[config.mk]
export PLATFORM = sky130hd
export DESIGN_NAME = pmem_arbiter
export DESIGN_NICKNAME = d
export VERILOG_FILES = /design/src/rtl/pmem_arbiter.sv
export SDC_FILE = /design/constraint.sdc
export NUM_CORES = 1
export LEC_CHECK = 0
export CAP_MARGIN = 40
export CORE_AREA = 4 4 534 536
export CTS_CLUSTER_DIAMETER = 40
export DETAILED_ROUTE_END_ITERATION = 8
export DIE_AREA = 0 0 538 540
export SETUP_SLACK_MARGIN = 0.15
export SLEW_MARGIN = 5
export SYNTH_ARGS = -nofsm -noshare
export SYNTH_HDL_FRONTEND = slang
export SYNTH_SLANG_ARGS = --single-unit
[constraint.sdc]
create_clock -name clk -period 1.6 [get_ports clk]
set_input_delay 0.32 -clock clk [delete_from_list [all_inputs] [get_ports clk]]
set_output_delay 0.32 -clock clk [all_outputs]
set_load 0.01 [all_outputs]
[src/rtl/pmem_arbiter.sv]
// Round-robin arbiter sharing one line-granular physical-memory port between the I-side and D-side miss paths.
// Optional performance counters (grant and conflict counts) are built when PMEM_ARB_PERF_EN is defined.
module pmem_arbiter #(
  parameter int ADDR_W = 32,
  parameter int LINE_W = 256
) (
  input  logic              clk,
  input  logic              rst_n,
  input  logic              i_read,
  input  logic [ADDR_W-1:0] i_addr,
  output logic [LINE_W-1:0] i_rdata,
  output logic              i_resp,
  input  logic              d_read,
  input  logic              d_write,
  input  logic [ADDR_W-1:0] d_addr,
  input  logic [LINE_W-1:0] d_wdata,
  output logic [LINE_W-1:0] d_rdata,
  output logic              d_resp,
  output logic              pmem_read,
  output logic              pmem_write,
  output logic [ADDR_W-1:0] pmem_addr,
  output logic [LINE_W-1:0] pmem_wdata,
  input  logic [LINE_W-1:0] pmem_rdata,
  input  logic              pmem_resp
`ifdef PMEM_ARB_PERF_EN
  ,
  output logic [31:0]       perf_i_grants,
  output logic [31:0]       perf_d_grants,
  output logic [31:0]       perf_conflicts
`endif
);

  // Handshake: a requester raises read/write with a stable address (and data) and holds it
  // until its resp pulse; resp is pmem_resp passed through in the same cycle, so a side
  // must drop its request on the edge after resp or it is seen as a new request.
  typedef enum logic [1:0] {
    IDLE    = 2'd0,
    SERVE_I = 2'd1,
    SERVE_D = 2'd2
  } state_t;

  localparam logic GRANT_I = 1'b0;
  localparam logic GRANT_D = 1'b1;

  state_t state, state_next;
  logic   last_grant, last_grant_next;
  logic   i_req, d_req;

  assign i_req   = i_read;
  assign d_req   = d_read | d_write;
  assign i_rdata = pmem_rdata;
  assign d_rdata = pmem_rdata;

  always_ff @(posedge clk or negedge rst_n) begin
    if (!rst_n) begin
      state      <= IDLE;
      last_grant <= GRANT_I;
    end else begin
      state      <= state_next;
      last_grant <= last_grant_next;
    end
  end

  always_comb begin
    state_next      = state;
    last_grant_next = last_grant;
    pmem_read       = 1'b0;
    pmem_write      = 1'b0;
    pmem_addr       = '0;
    pmem_wdata      = '0;
    i_resp          = 1'b0;
    d_resp          = 1'b0;
    case (state)
      IDLE: begin
        // On a tie the side that did not win last time gets the port.
        if (i_req && d_req) begin
          if (last_grant == GRANT_I) begin
            state_next      = SERVE_D;
            last_grant_next = GRANT_D;
          end else begin
            state_next      = SERVE_I;
            last_grant_next = GRANT_I;
          end
        end else if (i_req) begin
          state_next      = SERVE_I;
          last_grant_next = GRANT_I;
        end else if (d_req) begin
          state_next      = SERVE_D;
          last_grant_next = GRANT_D;
        end
      end
      SERVE_I: begin
        pmem_read = i_read;
        pmem_addr = i_addr;
        i_resp    = pmem_resp;
        if (pmem_resp) state_next = IDLE;
      end
      SERVE_D: begin
        pmem_write = d_write;
        pmem_read  = d_read & ~d_write;
        pmem_addr  = d_addr;
        pmem_wdata = d_wdata;
        d_resp     = pmem_resp;
        if (pmem_resp) state_next = IDLE;
      end
      default: state_next = IDLE;
    endcase
  end

`ifdef PMEM_ARB_PERF_EN
  always_ff @(posedge clk or negedge rst_n) begin
    if (!rst_n) begin
      perf_i_grants  <= '0;
      perf_d_grants  <= '0;
      perf_conflicts <= '0;
    end else if (state == IDLE) begin
      if (state_next == SERVE_I) perf_i_grants <= perf_i_grants + 32'd1;
      if (state_next == SERVE_D) perf_d_grants <= perf_d_grants + 32'd1;
      if (i_req && d_req) perf_conflicts <= perf_conflicts + 32'd1;
    end
  end
`endif

endmodule

==> Word-level counts from Yosys, hierarchy flattened <==
Index checks and enable logic that the tools add are counted.
{ "op_classes": {"multipliers": 0, "bitwise_logic": 3, "n_eq_ne": 4, "muxes": 16, "reduce_logical": 6, "n_addsub": 0, "shift": 0, "div_mod_pow": 0, "n_lt_le_gt_ge": 0} }
{ "op_table": {"columns": ["operator", "count"], "rows": [
  ["256-bit two-way mux", 1],
  ["32-bit case mux with 2 select lines", 1],
  ["2-bit two-way mux", 5],
  ["1-bit two-way mux", 7],
  ["4-bit != test (second input constant)", 1],
  ["2-bit case mux with 2 select lines", 1],
  ["2-bit AND reduction", 2],
  ["3-bit nonzero test", 1],
  ["2-bit by 1-bit == test with 1-bit output (second input constant)", 1],
  ["2-bit == test (second input constant)", 1],
  ["2-bit zero test", 1],
  ["2-bit by 1-bit != test with 1-bit output (second input constant)", 1],
  ["1-bit case mux with 2 select lines", 1],
  ["2-bit OR reduction", 1],
  ["1-bit bitwise AND", 1],
  ["1-bit logical AND", 1],
  ["1-bit NOT", 1],
  ["1-bit OR", 1]
]} }
{ "word_totals": {"in_bits": 582, "rom_bits": 0, "output_inout_bits": 804, "regBits": 3, "latchBits": 0, "mem_count": 0, "word_cells": 31, "ramBits": 0} }

==> Longest topological paths before layout <==
{ "depth": {"ltp_word": 5, "depth_mapped": 7, "depth_no_buf": 5} }

==> Worst setup path before layout <==
Ideal clock, no wire load.
{ "synth_timing": {"kind": "reg2out", "start": "reg state[0]", "end": "out pmem_addr[10]", "required_time_ns": 1.280, "path_stages_with_launch": 7, "path_buffers": 2, "path_slack_ns": 0.069, "arrival_time_ns": 1.211, "path_cell_list": "dfrtp_1 > inv_1 > ha_1 > buf_4 > buf_2 > a22oi_1 > nor2b_1"} }
{ "synth_via": {"elab_chain_len": 2, "elab_cells_between_ends": 3, "classes_between": "2 x eq/ne; 1 x mux"} }
{ "synth_rtl": {"columns": ["item", "line", "source"], "rows": [
  ["start, declared", "45", "state_t state, state_next;"],
  ["start signal, assigned", "59", "state <= state_next;"],
  ["2-bit == test or 2-bit by 1-bit == test with 1-bit output (tied branches)", "73", "case (state)"],
  ["32-bit case mux with 2 select lines (*)", "73", null],
  ["end, declared", "21", "output logic [ADDR_W-1:0] pmem_addr,"]
]} }
Every way passes the cells marked *; elsewhere a longest branch is shown, timed or not.

==> Final worst setup path <==
{ "layout_timing": {"start": "reg state[1]", "end": "out pmem_wdata[1]"} }
{ "layout_via": {"elab_chain_len": 2} }
{ "layout_rtl": {"columns": ["item", "line", "source"], "rows": [
  ["2-bit == test", "73", null],
  ["256-bit two-way mux", "73", null],
  ["end, declared", "22", "output logic [LINE_W-1:0] pmem_wdata,"]
]} }
No other way between the ends.

==> impl_metrics.sql <==
INSERT INTO impl_metrics (metric_group, metric, value, unit) VALUES
('floorplan', 'dieArea', '0.291', 'sq mm'),
('setup_path', 'timing.critical_path.fanout_max', '7', ''),
('floorplan', 'dieHeight', '540', 'um'),
('placed_design', 'numPlacedInstances', '4742', ''),
('clock_tree', 'cts.sink_count', '3', ''),
('timing', 'timing.final.hold_violations', '0', ''),
('global_route', 'grt_max_degree', '21', ''),
('detailed_routing', 'per_cell_routed_wire_length', '45.8', 'um'),
('setup_path', 'worst_r2r_path_depth', '8', ''),
('detailed_routing', 'drtIter0Drc', '248', ''),
('detailed_routing', 'drt_wl_total', '223000', 'um'),
('detailed_routing', 'drcViolationCount', '0', ''),
('cells_and_area', 'finalCoreUtilization', '6.48', '%'),
('setup_path', 'regToRegStartpoint', 'state[0]', ''),
('synth', 'ys.warnings.count', '0', ''),
('global_route', 'via_count_of_the_first_global_routing_pass', '7413', ''),
('synth', 'mappedNetlistArea', '0.00631', 'sq mm'),
('synth', 'ys_seq_area_share', '1.19', '%'),
('timing', 'fin_tns_setup', '-127.71', 'ns'),
('clock_tree', 'htreeDepth', '1', ''),
('pwr', 'static_leakage', '5.96', 'nW'),
('setup_path', 'r2r_end', 'state[1]', ''),
('setup_path', 'crit_path_start_kind', 'flip-flop', ''),
('setup_path', 'reg2reg_setup_slack', '0', 'ns'),
('setup_path', 'critical_path_required', '1.28', 'ns'),
('floorplan', 'core-area', '0.281', 'sq mm'),
('timing', 'setup_viol', '293', ''),
('cells_and_area', 'syn2layout_area_growth', '188', '%'),
('timing', 'timing.max_slew.rel_slack', '66.1', '%'),
('synth', 'synth.lib_cells_used.distinct', '18', ''),
('synth', 'syn_inst', '899', ''),
('clock_tree', 'clock_input_transition_at_the_sequential_cells_of_the_worst_setup_and_hold_paths', '0.03', 'ns'),
('synth', 'syn_nets', '1484', ''),
('setup_path', 'worstPathArrival', '1.86', 'ns'),
('placed_design', 'numPortBuffers', '617', ''),
('placed_design', 'detailedPlacementHpwl', '209000', 'um'),
('global_route', 'antenna_found_initial', '212', ''),
('cells_and_area', 'layout.nets', '1684', ''),
('placed_design', 'place.gp.congestion', '0.803', ''),
('placed_design', 'pre_cts_ws', '-0.658', 'ns'),
('clock_tree', 'clk_latency', '0.23', 'ns'),
('setup_path', 'critical_path.endpoint_type', 'output pin', ''),
('floorplan', 'floorplan.rows', '195', ''),
('status', 'violations', 'setup timing', ''),
('min_path', 'holdCritPathClass', 'in -> async', ''),
('status', 'outcome', 'finished with violations', ''),
('setup_path', 'worst-setup-path-type', 'reg -> out', ''),
('clock_tree', 'cts_made_buffers', '3', ''),
('timing', 'rsz0062_at_grt', 'true', ''),
('timing', 'min_period', '2.18', 'ns'),
('synth', 'synth.avg_cell_area', '7.01', 'sq um'),
('global_route', 'globalRoute.totalOverflow', '0', ''),
('cells_and_area', 'design_area', '0.0182', 'sq mm'),
('pwr', 'totalPowerFinal', '24.3', 'mW'),
('timing', 'worst_slew_pin_tran', '0.506', 'ns'),
('timing', 'timing.final.crit_share', '137', '%'),
('synth', 'flops_latches_synth', '3', ''),
('clock_tree', 'clock-root-buffer', 'clkbuf_16', ''),
('detailed_routing', 'vias', '7752', ''),
('floorplan', 'chipWidth', '538', 'um'),
('timing', 'worst_clock_skew', '0.0000222', 'ns'),
('timing', 'finalHoldWorstSlack', '0.296', 'ns'),
('cells_and_area', 'post_layout_nonfiller_instances', '4865', ''),
('clock_tree', 'ctsHoldBuffers', '0', ''),
('global_route', 'grt_use_total', '14.6', '%'),
('global_route', 'grt_pass1_wl', '239000', 'um'),
('pwr', 'peakVddDrop', '543', 'uV'),
('timing', 'worst_slack', '-0.585', 'ns'),
('placed_design', 'postPlaceCellArea', '0.0152', 'sq mm'),
('floorplan', 'initial_utilization', '2.25', '%'),
('timing', 'fmax', '0.458', 'GHz'),
('timing', 'final_max_slew_viol_count', '0', ''),
('detailed_routing', 'total_iterations_of_the_first_detailed_routing_run', '4', ''),
('cells_and_area', 'drive_gt1_share', '68.0', '%'),
('detailed_routing', 'antenna_violation_net_count_after_detailed_routing', '0', ''),
('job', 'max_cap_violations', '0', ''),
('clock_tree', 'clock_tree.buffer_depth', '2', ''),
('floorplan', 'top_level_ports', '1386', ''),
('detailed_routing', 'routed_via_density', '1.59', ''),
('clock_tree', 'cts_tree', 'yes', ''),
('pwr', 'pwr_density_cell', '1330', 'mW/mm^2');
==> cells in the final DEF (no fill, tap or decap) <==
cell type,netlist,layout
a211o_1,1,1
a21oi_1,2,1
a21oi_2,0,1
a22oi_2,0,32
and2_1,260,9
and2_4,0,251
buf_12,0,204
buf_16,0,21
buf_2,8,13
buf_4,514,25
buf_6,1,123
buf_8,0,12
bufbuf_16,0,1
clkbuf_1,9,1
clkbuf_16,0,17
clkbuf_2,19,8
clkdlybuf4s50_1,0,325
dfrtp_1,3,3
diode_2,0,24
ha_4,0,3
inv_1,3,1
inv_2,0,2
nand2_1,4,3
nand2_4,0,1
nor2_1,2,2
nor2b_1,33,2
nor2b_2,0,28
nor2b_4,0,3
o21ai_0,3,2
o21ai_1,1,1
o21ai_2,0,1
o32ai_2,0,1
==> Yosys cell counts (all sizes together) <==
library cell | n | area (sq um)
buf | 523 | 3910
a22oi | 32 | 240
and2 | 260 | 1630
dfrtp | 3 | 75.1
o32ai | 1 | 8.76
clkbuf | 28 | 129
nor2 | 2 | 7.51
ha | 3 | 37.5
nand2 | 4 | 15.0
nor2b | 33 | 206
inv | 3 | 11.3
a21oi | 2 | 10.0
a211o | 1 | 8.76
o21ai | 4 | 20.0
==> cell families (layout without fill, tap and decap cells) <==
family / after synthesis / after routing / synth area share (%)
fa+ha+maj: 3 / 3 / 0.595
other cells: 0 / 24 / 0
buf+inv: 554 / 753 / 64.2
simple gates: 299 / 299 / 29.4
flops: 3 / 3 / 1.19
compound gates: 40 / 40 / 4.56
==> per-layer routing <==
layer  track usage, %  wire (um)  up-vias
li1                 -          -     2669
met1             7.67      40300     2992
met2             22.9      97200     1459
met3             23.8      77300      522
met4             3.40       7470      110
met5                0        750        -
==> worst max path at each step <==
stage,end,cells past startpoint,slack [ns],from
after detailed placement,pmem_addr[18],4,-0.66,d_addr[18]
after floorplan,pmem_read,7,0.12,state[0]
after CTS,pmem_wdata[193],8,-0.61,state[0]
final,pmem_wdata[1],8,-0.58,state[1]
after global placement,pmem_addr[18],4,-0.74,d_addr[18]
after global routing,pmem_wdata[181],8,-0.63,state[0]
==> timing repair <==
action                                  4_1_cts  5_1_grt
cloned                                       19       15
endpoints found under the hold margin         0        0
endpoints found under the setup margin      294      294
setup buffers                                42       21
gates resized for setup                     692      265
pin swaps                                    58       98
==> critical path: stages, from the launching register on <==
cell,delay (ns)
dfrtp_1,0.41
ha_4,0.20
buf_12,0.15
buf_16,0.14
buf_16,0.15
buf_12,0.14
buf_8,0.12
and2_4,0.16
buf_12,0.14
==> layout make-up <==
cell class	instances	area (sq um)
fill	32800	263000
timing repair buffer	746	10200
tap	3743	4680
multi-input combinational	342	3120
clock buffer	4	78.8
sequential	3	75.1
antenna	24	60.1
inverter	3	11.3
==> power breakdown <==
group          switching, mW  leakage, nW  internal [mW]  total [mW]
registers             0.0325       0.0373          0.111       0.143
logic                   9.93         5.89           13.8        23.7
clock network         0.0714       0.0383          0.329       0.400
total                   10.0         5.96           14.2        24.3
==> state kept, by name, summed over array words and instances (netlist names) <==
register / flops
last_grant: 1
state: 2
No activity file was read; power rests on OpenSTA's default activity.
